===== config.mk =====
export PLATFORM = sky130hd
export DESIGN_NAME = logic_result_serializer
export DESIGN_NICKNAME = d
export VERILOG_FILES = /design/src/rtl/logic_result_serializer.sv
export SDC_FILE = /design/constraint.sdc
export NUM_CORES = 1
export LEC_CHECK = 0
export CAP_MARGIN = 10
export CORE_AREA = 5 5 79 81
export DETAILED_ROUTE_END_ITERATION = 7
export DIE_AREA = 0 0 84 86
export GPL_TIMING_DRIVEN = 0
export PLACE_DENSITY = 0.87
export SLEW_MARGIN = 20
export SYNTH_ARGS = -nofsm -noshare
export SYNTH_HDL_FRONTEND = slang
export SYNTH_SLANG_ARGS = --single-unit

===== constraint.sdc =====
create_clock -name clk -period 2.6 [get_ports clk]
set_input_delay 0.26 -clock clk [delete_from_list [all_inputs] [get_ports clk]]
set_output_delay 0.26 -clock clk [all_outputs]
set_load 0.02 [all_outputs]

===== src/rtl/logic_result_serializer.sv =====
// Serialises a {NOR, OR} result word pair MSB first, DIV clock cycles per bit.
// Define LOGIC_SER_PARITY_EN to append an even-parity bit after the last data bit.
module logic_result_serializer #(
  parameter int unsigned DIV = 4
) (
  input  logic        clk,
  input  logic        rst,
  input  logic [15:0] nor_in,
  input  logic [15:0] or_in,
  input  logic        in_valid,
  output logic        in_ready,
  output logic        ser_data,
  output logic        ser_frame,
  output logic        busy,
  output logic        done
);

`ifdef LOGIC_SER_PARITY_EN
  typedef enum logic [1:0] {IDLE, SHIFT, PAR, DONE} state_e;
`else
  typedef enum logic [1:0] {IDLE, SHIFT, DONE} state_e;
`endif

  localparam logic [7:0] DIV_RELOAD = 8'(DIV - 1);

  state_e      state_q;
  logic [31:0] shift_q;
  logic [31:0] shift_d;
  logic [5:0]  bit_cnt_q;
  logic [5:0]  bit_cnt_d;
  logic [7:0]  div_cnt_q;
  logic [7:0]  div_cnt_d;
  logic        in_ready_q;
  logic        ser_data_q;
  logic        ser_frame_q;
  logic        busy_q;
  logic        done_q;
  logic        bit_end;
`ifdef LOGIC_SER_PARITY_EN
  logic        parity_q;
`endif

  // The bit on the line lives in ser_data_q; shift_q holds the bits still to go.
  assign shift_d   = {shift_q[30:0], 1'b0};
  assign bit_cnt_d = bit_cnt_q + 6'd1;
  assign div_cnt_d = div_cnt_q - 8'd1;
  assign bit_end   = (DIV == 1) || (div_cnt_q == 8'd0);

  // NOTE: all state, including the outputs, updates with <= in this one block so
  // every register sees pre-edge values; outputs are registered to stay glitch-free.
  always_ff @(posedge clk or posedge rst) begin
    if (rst) begin
      state_q     <= IDLE;
      shift_q     <= '0;
      bit_cnt_q   <= '0;
      div_cnt_q   <= '0;
      in_ready_q  <= 1'b0;
      ser_data_q  <= 1'b0;
      ser_frame_q <= 1'b0;
      busy_q      <= 1'b0;
      done_q      <= 1'b0;
`ifdef LOGIC_SER_PARITY_EN
      parity_q    <= 1'b0;
`endif
    end else begin
      case (state_q)
        IDLE: begin
          if (in_ready_q && in_valid) begin
            state_q     <= SHIFT;
            shift_q     <= {nor_in[14:0], or_in, 1'b0};
            ser_data_q  <= nor_in[15];
            ser_frame_q <= 1'b1;
            busy_q      <= 1'b1;
            in_ready_q  <= 1'b0;
            bit_cnt_q   <= '0;
            div_cnt_q   <= DIV_RELOAD;
`ifdef LOGIC_SER_PARITY_EN
            parity_q    <= ^{nor_in, or_in};
`endif
          end else begin
            in_ready_q <= 1'b1;
          end
        end

        SHIFT: begin
          if (!bit_end) begin
            div_cnt_q <= div_cnt_d;
          end else if (bit_cnt_q == 6'd31) begin
`ifdef LOGIC_SER_PARITY_EN
            state_q    <= PAR;
            ser_data_q <= parity_q;
            bit_cnt_q  <= bit_cnt_d;
            div_cnt_q  <= DIV_RELOAD;
`else
            state_q     <= DONE;
            ser_data_q  <= 1'b0;
            ser_frame_q <= 1'b0;
            done_q      <= 1'b1;
`endif
          end else begin
            shift_q    <= shift_d;
            ser_data_q <= shift_q[31];
            bit_cnt_q  <= bit_cnt_d;
            div_cnt_q  <= DIV_RELOAD;
          end
        end

`ifdef LOGIC_SER_PARITY_EN
        PAR: begin
          if (!bit_end) begin
            div_cnt_q <= div_cnt_d;
          end else begin
            state_q     <= DONE;
            ser_data_q  <= 1'b0;
            ser_frame_q <= 1'b0;
            done_q      <= 1'b1;
          end
        end
`endif

        DONE: begin
          state_q    <= IDLE;
          done_q     <= 1'b0;
          busy_q     <= 1'b0;
          in_ready_q <= 1'b1;
          bit_cnt_q  <= '0;
          div_cnt_q  <= '0;
        end

        default: state_q <= IDLE;
      endcase
    end
  end

  assign in_ready  = in_ready_q;
  assign ser_data  = ser_data_q;
  assign ser_frame = ser_frame_q;
  assign busy      = busy_q;
  assign done      = done_q;

endmodule


Yosys cells after proc, flatten, opt, wreduce, memory -nomap -nowiden --
Cells that the tools add are included. Widths: inputs -> output; s select.
Storage, ports and cells: register bits after elaboration 53, bits of input ports 35, output and inout port bits 5, word-level logic and storage cells 64
Operators by class: add/sub/neg operators 2, equality and inequality tests 8, mux-type cells 30, reduce and logical (&&, ||, !) cells 15
Operators with widths (number):
- $mux 32 | 3
- $pmux 32 s2 | 1
- $mux 8 | 3
- $pmux 8 s3 | 1
- $mux 6 | 3
- $pmux 6 s3 | 1
- $reduce_and 3->1 | 4
- $reduce_and 4->1 | 3
- $pmux 1 s2 | 5
- $mux 1 | 9
- $logic_not 8->1 | 1
- $ne 2x2->1 const B | 4
- $sub 8x1->8 const B | 1
- $add 6x1->6 const B | 1
- $eq 6x5->1 const B | 1
- $mux 2 | 3
- $reduce_bool 2->1 | 3
- $pmux 2 s2 | 1
- $ne 3x3->1 const B | 1
- $reduce_bool 3->1 | 1
- $eq 2x1->1 const B | 1
- $eq 2x2->1 const B | 1
- $logic_not 2->1 | 1
- $reduce_and 2->1 | 1
- $logic_and 1x1->1 | 1

Depth between registers and ports, before layout --
Gate-level depths: netlist (run 1).
depth in word-level cells 4, depth in mapped cells 8, gate-level depth less buffers 6

Worst setup path before layout (run 1) --
OpenSTA, ideal clock, no wires.
path type register to register, start point register div_cnt_q[0], end point register shift_q[10], library setup time 125 ps, arrival 1907 ps, required time 2475 ps, setup slack 568 ps, stages on the path, launching flop included 8, buffers on the path 1, clock period less this slack 2032 ps, cells stage by stage dfrtp_1 > inv_1 > ha_1 > nor3b_1 > a31oi_1 > a211oi_4 > buf_6 > mux2_4
Between the ends: cells in the longest elaborated chain, start to end 3
Ends and longest elaborated chain:
- start, declared | RTL line 31 | logic [7:0] div_cnt_q;
- start signal, assigned | RTL line 87 | div_cnt_q <= div_cnt_d;
- $logic_not 8->1 | RTL line 47 | assign bit_end = (DIV == 1) || (div_cnt_q == 8'd0);
- $ne 2x2->1 (no source line)
- $reduce_and 4->1 (no source line)
- end signal, assigned | RTL line 70 | shift_q <= {nor_in[14:0], or_in, 1'b0};
- end signal, assigned | RTL line 101 | shift_q <= shift_d;
- end, declared | RTL line 27 | logic [31:0] shift_q;
Every way passes these cells. A chain may end at the register's enable or synchronous reset.

Worst setup path in the final report (run 1) --
start point register state_q[1], end point register div_cnt_q[1]
Between the ends: cells in the longest elaborated chain, start to end 3, elaborated cells between the ends (all ways) 8, classes of those cells eq/ne (4); mux (1); reduce/logical (3)
Ends and longest elaborated chain:
- start, declared | RTL line 26 | state_e state_q;
- start signal, assigned | RTL line 53 | state_q <= IDLE;
- start signal, assigned | RTL line 69 | state_q <= SHIFT;
- start signal, assigned | RTL line 95 | state_q <= DONE;
- $eq 2x1->1, or another cell as far along | RTL line 66 | case (state_q)
- $ne 3x3->1 (no source line), or another cell as far along
- $reduce_and 3->1 (no source line)
Parallel ways exist; a longest one is shown, timed or not.

==> flow_metrics.tcl, run 1 <==
set metrics [dict create \
    worstPathCellList "inv_1, ha_1, clkbuf_1, and3b_1, nand4_1, nand2_1, mux2_1" \
    synth-seq-area-share_pct 44.64 \
    final_core_util_pct 64.98 \
    drtPass1Iterations 4 \
    peakVddDrop_mv 0.5274 \
    route.detailed.vias_per_inst 5.761 \
    cp_top_family "simple AND/OR/NAND/NOR gates" \
    fin_setup_tns_ns 0 \
    ctsLongestPathBuffers 2 \
    crit_type "flip-flop to flip-flop" \
    fillCellCount 438 \
    r2r_slack_ns 0.15 \
    holdCritPathClass "input pin to asynchronous set/reset pin" \
    grt_pass1_wl_mm 9.680 \
    worstPathMaxFanout 9 \
    area_of_the_placeable_core_um2 5405 \
    clk_transition_reported_paths_ns 0.10 \
    cp.buffers_inverters 2 \
    synth_async_sr_flop_share_pct 100.0 \
    antenna_cells 0 \
    synthesis.area_per_instance_um2 12.15 \
    grt_max_degree 33 \
    postRouteWirelength_mm 5.628 \
    synth_nets 282 \
    htreeDepth 2 \
    numPortBuffers 39 \
    floorplan.die_area_um2 7224 \
    area_growth_pct 20.47 \
    synthesis.area_um2 2915 \
    finalHoldViolCount 0 \
    run_status "complete, no violations" \
    cellPowerDensity_nw_per_um2 1105 \
    fraction_of_layout_cells_with_a_size_suffix_above_1_pct 24.31 \
    cts_hold_buf 0 \
    io-pin-count 40 \
    reported_leakage_power_nw 1.486 \
    timing.critical_path.arrival_ns 2.64 \
    die_h_um 86 \
    layout_commonest_cell "dfrtp_1" \
    maxSlewViolCount 0 \
    place_area_um2 3423 \
    synth_edf_count 0 \
    globalplace.congestion 0.8713 \
    tritoncts_clock_tree "yes" \
    grt_pass1_vias 2030 \
    number_of_antenna_violations_at_the_first_check_in_global_routing 0 \
    finClkSkew_ns 0.01196 \
    crit_required_ns 2.79 \
    cpMaxStageDelayCell "dfrtp_1" \
    clock_latency_late_sink_ns 0.31 \
    worst_setup_start_kind "flip-flop" \
    slowest_delay_ns 0.43 \
    synth.ff_latch_count 52 \
    clock-sinks 52 \
    ff2ff_path_depth 7 \
    initial_core_util_pct 53.94 \
    yosys_most_used_dff "dfrtp_1" \
    power_consumption_mw 3.882 \
    nNetsFinal 329 \
    vias 2074 \
    crit-reg2reg-capture "div_cnt_q[1]" \
    post_cts_repair_timing_setup_buffer_count 0 \
    max_freq_mhz 409.0 \
    worst_pin_slew_ns 0.7178 \
    rsz0062_at_grt "false" \
    report.final.setup_viol 0 \
    place_hpwl_mm 4.254 \
    ctsRootBufferMaster "clkbuf_8" \
    final_design_area_no_fill_um2 3512 \
    post-route-min-period_ns 2.445 \
    route.detailed.wl_per_inst_um 15.63 \
    postCtsResizedCells 0 \
    gr_usage_total_pct 16.44 \
    syn_inst 240 \
    slew_headroom_pct 52.04 \
    timing.max_cap.violations 0 \
    final_antenna_net_count 0 \
    drc 0 \
    worst_r2r_startpoint "state_q[1]" \
    placementRows 27 \
    numCtsBuffers 5 \
    dr.first_iter.drc_count 204 \
    crit_share_post_route_pct 94.04 \
    yosys_synthesis_warning_count 0 \
    dieWidth_um 84 \
    remaining_overflow_grt 0 \
    worstSetupEndpointType "flip-flop" \
    synth_cell_type_count 52 \
    commonest_non_fill_non_tap_cells_in_the_layout "dfrtp_1 (52), clkdlybuf4s50_1 (39), mux2_2 (30)" \
    whs_ns 0.3622 \
]
sequential cells by signal, summed over array words and instances, names as in the netlist:
register and cells:
done 1, state_q 2, ser_frame 1, in_ready 1, busy 1, div_cnt_q 8
shift_q 31, ser_data 1, bit_cnt_q 6
synthesized netlist by cell type (5+ instances only):
library cell / instances / area share [%]
nand3_1: 9 / 1.5
inv_1: 15 / 1.9
mux2_2: 30 / 12
ha_1: 7 / 3.0
dfrtp_1: 52 / 45
mux2_4: 20 / 10
mux2_1: 13 / 5.0
clkbuf_1: 6 / 0.77
nand2_1: 8 / 1.0
nor2_1: 8 / 1.0
o21ai_1: 5 / 0.86
power breakdown:
group          internal, mW  switching [mW]  total (mW)  leakage, nW
Sequential             1.16           0.247        1.41        0.632
Combinational          1.13           0.881        2.01        0.813
Clock                 0.192           0.271       0.463       0.0414
Total                  2.48            1.40        3.88         1.49
routing by layer:
metal	track usage [%]	wire length (µm)
met5	0	0
met2	27.48	2692
met4	5.263	86
met1	21.60	2581
met3	3.266	268
through the flow:
step	setup slack, ns	instances
after floorplan	0.5682	240
after global placement	0.1126	351
after detailed placement	0.1630	352
after CTS	0.1449	360
after global routing	0.01927	360
final	0.1548	360
area by class of cell:
| type | count | area, µm² | area share (%) |
|---|---|---|---|
| plain buffers | 10 | 61.31 | 1.746 |
| multi-input cells | 163 | 1496 | 42.61 |
| clock inverters | 2 | 16.27 | 0.4631 |
| well taps | 72 | 90.09 | 2.565 |
| clock buffers | 6 | 72.57 | 2.066 |
| inverters | 15 | 56.30 | 1.603 |
| flip-flops and latches | 52 | 1301 | 37.05 |
| repair buffers | 40 | 417.9 | 11.90 |
worst max path at each step:
stage | startpoint | to | slack [ns] | depth (start not counted)
finish | state_q[1] | div_cnt_q[1] | 0.15 | 7
global route | state_q[1] | div_cnt_q[1] | 0.02 | 6
CTS | state_q[1] | div_cnt_q[1] | 0.14 | 7
detailed placement | state_q[1] | div_cnt_q[1] | 0.16 | 7
global placement | rst | state_q[0] | 0.11 | 2
floorplan | div_cnt_q[0] | shift_q[10] | 0.57 | 7
cell families (layout without fill, tap and decap cells):
family	Yosys count	in the layout	synth area share (%)
AO/OA/AOI/OAI	45	45	11.85
adder cells (fa/ha/maj)	7	7	3.004
buffers and inverters	25	73	4.034
flip-flops	52	52	44.64
multiplexers	63	63	26.91
AND/OR/NAND/NOR	48	48	9.571
Note: power is estimated with default switching activity, not from simulation.
==> run 2: changes to the inputs <==
--- a/config.mk
+++ b/config.mk
@@ -10,6 +10,7 @@
 export DETAILED_ROUTE_END_ITERATION = 7
 export DIE_AREA = 0 0 84 86
 export GPL_TIMING_DRIVEN = 0
+export HOLD_SLACK_MARGIN = 0.03
 export PLACE_DENSITY = 0.87
 export SLEW_MARGIN = 20
 export SYNTH_ARGS = -nofsm -noshare
==> results of run 2 <==
No change in the layout: final DEF, timing and power equal those of run 1.
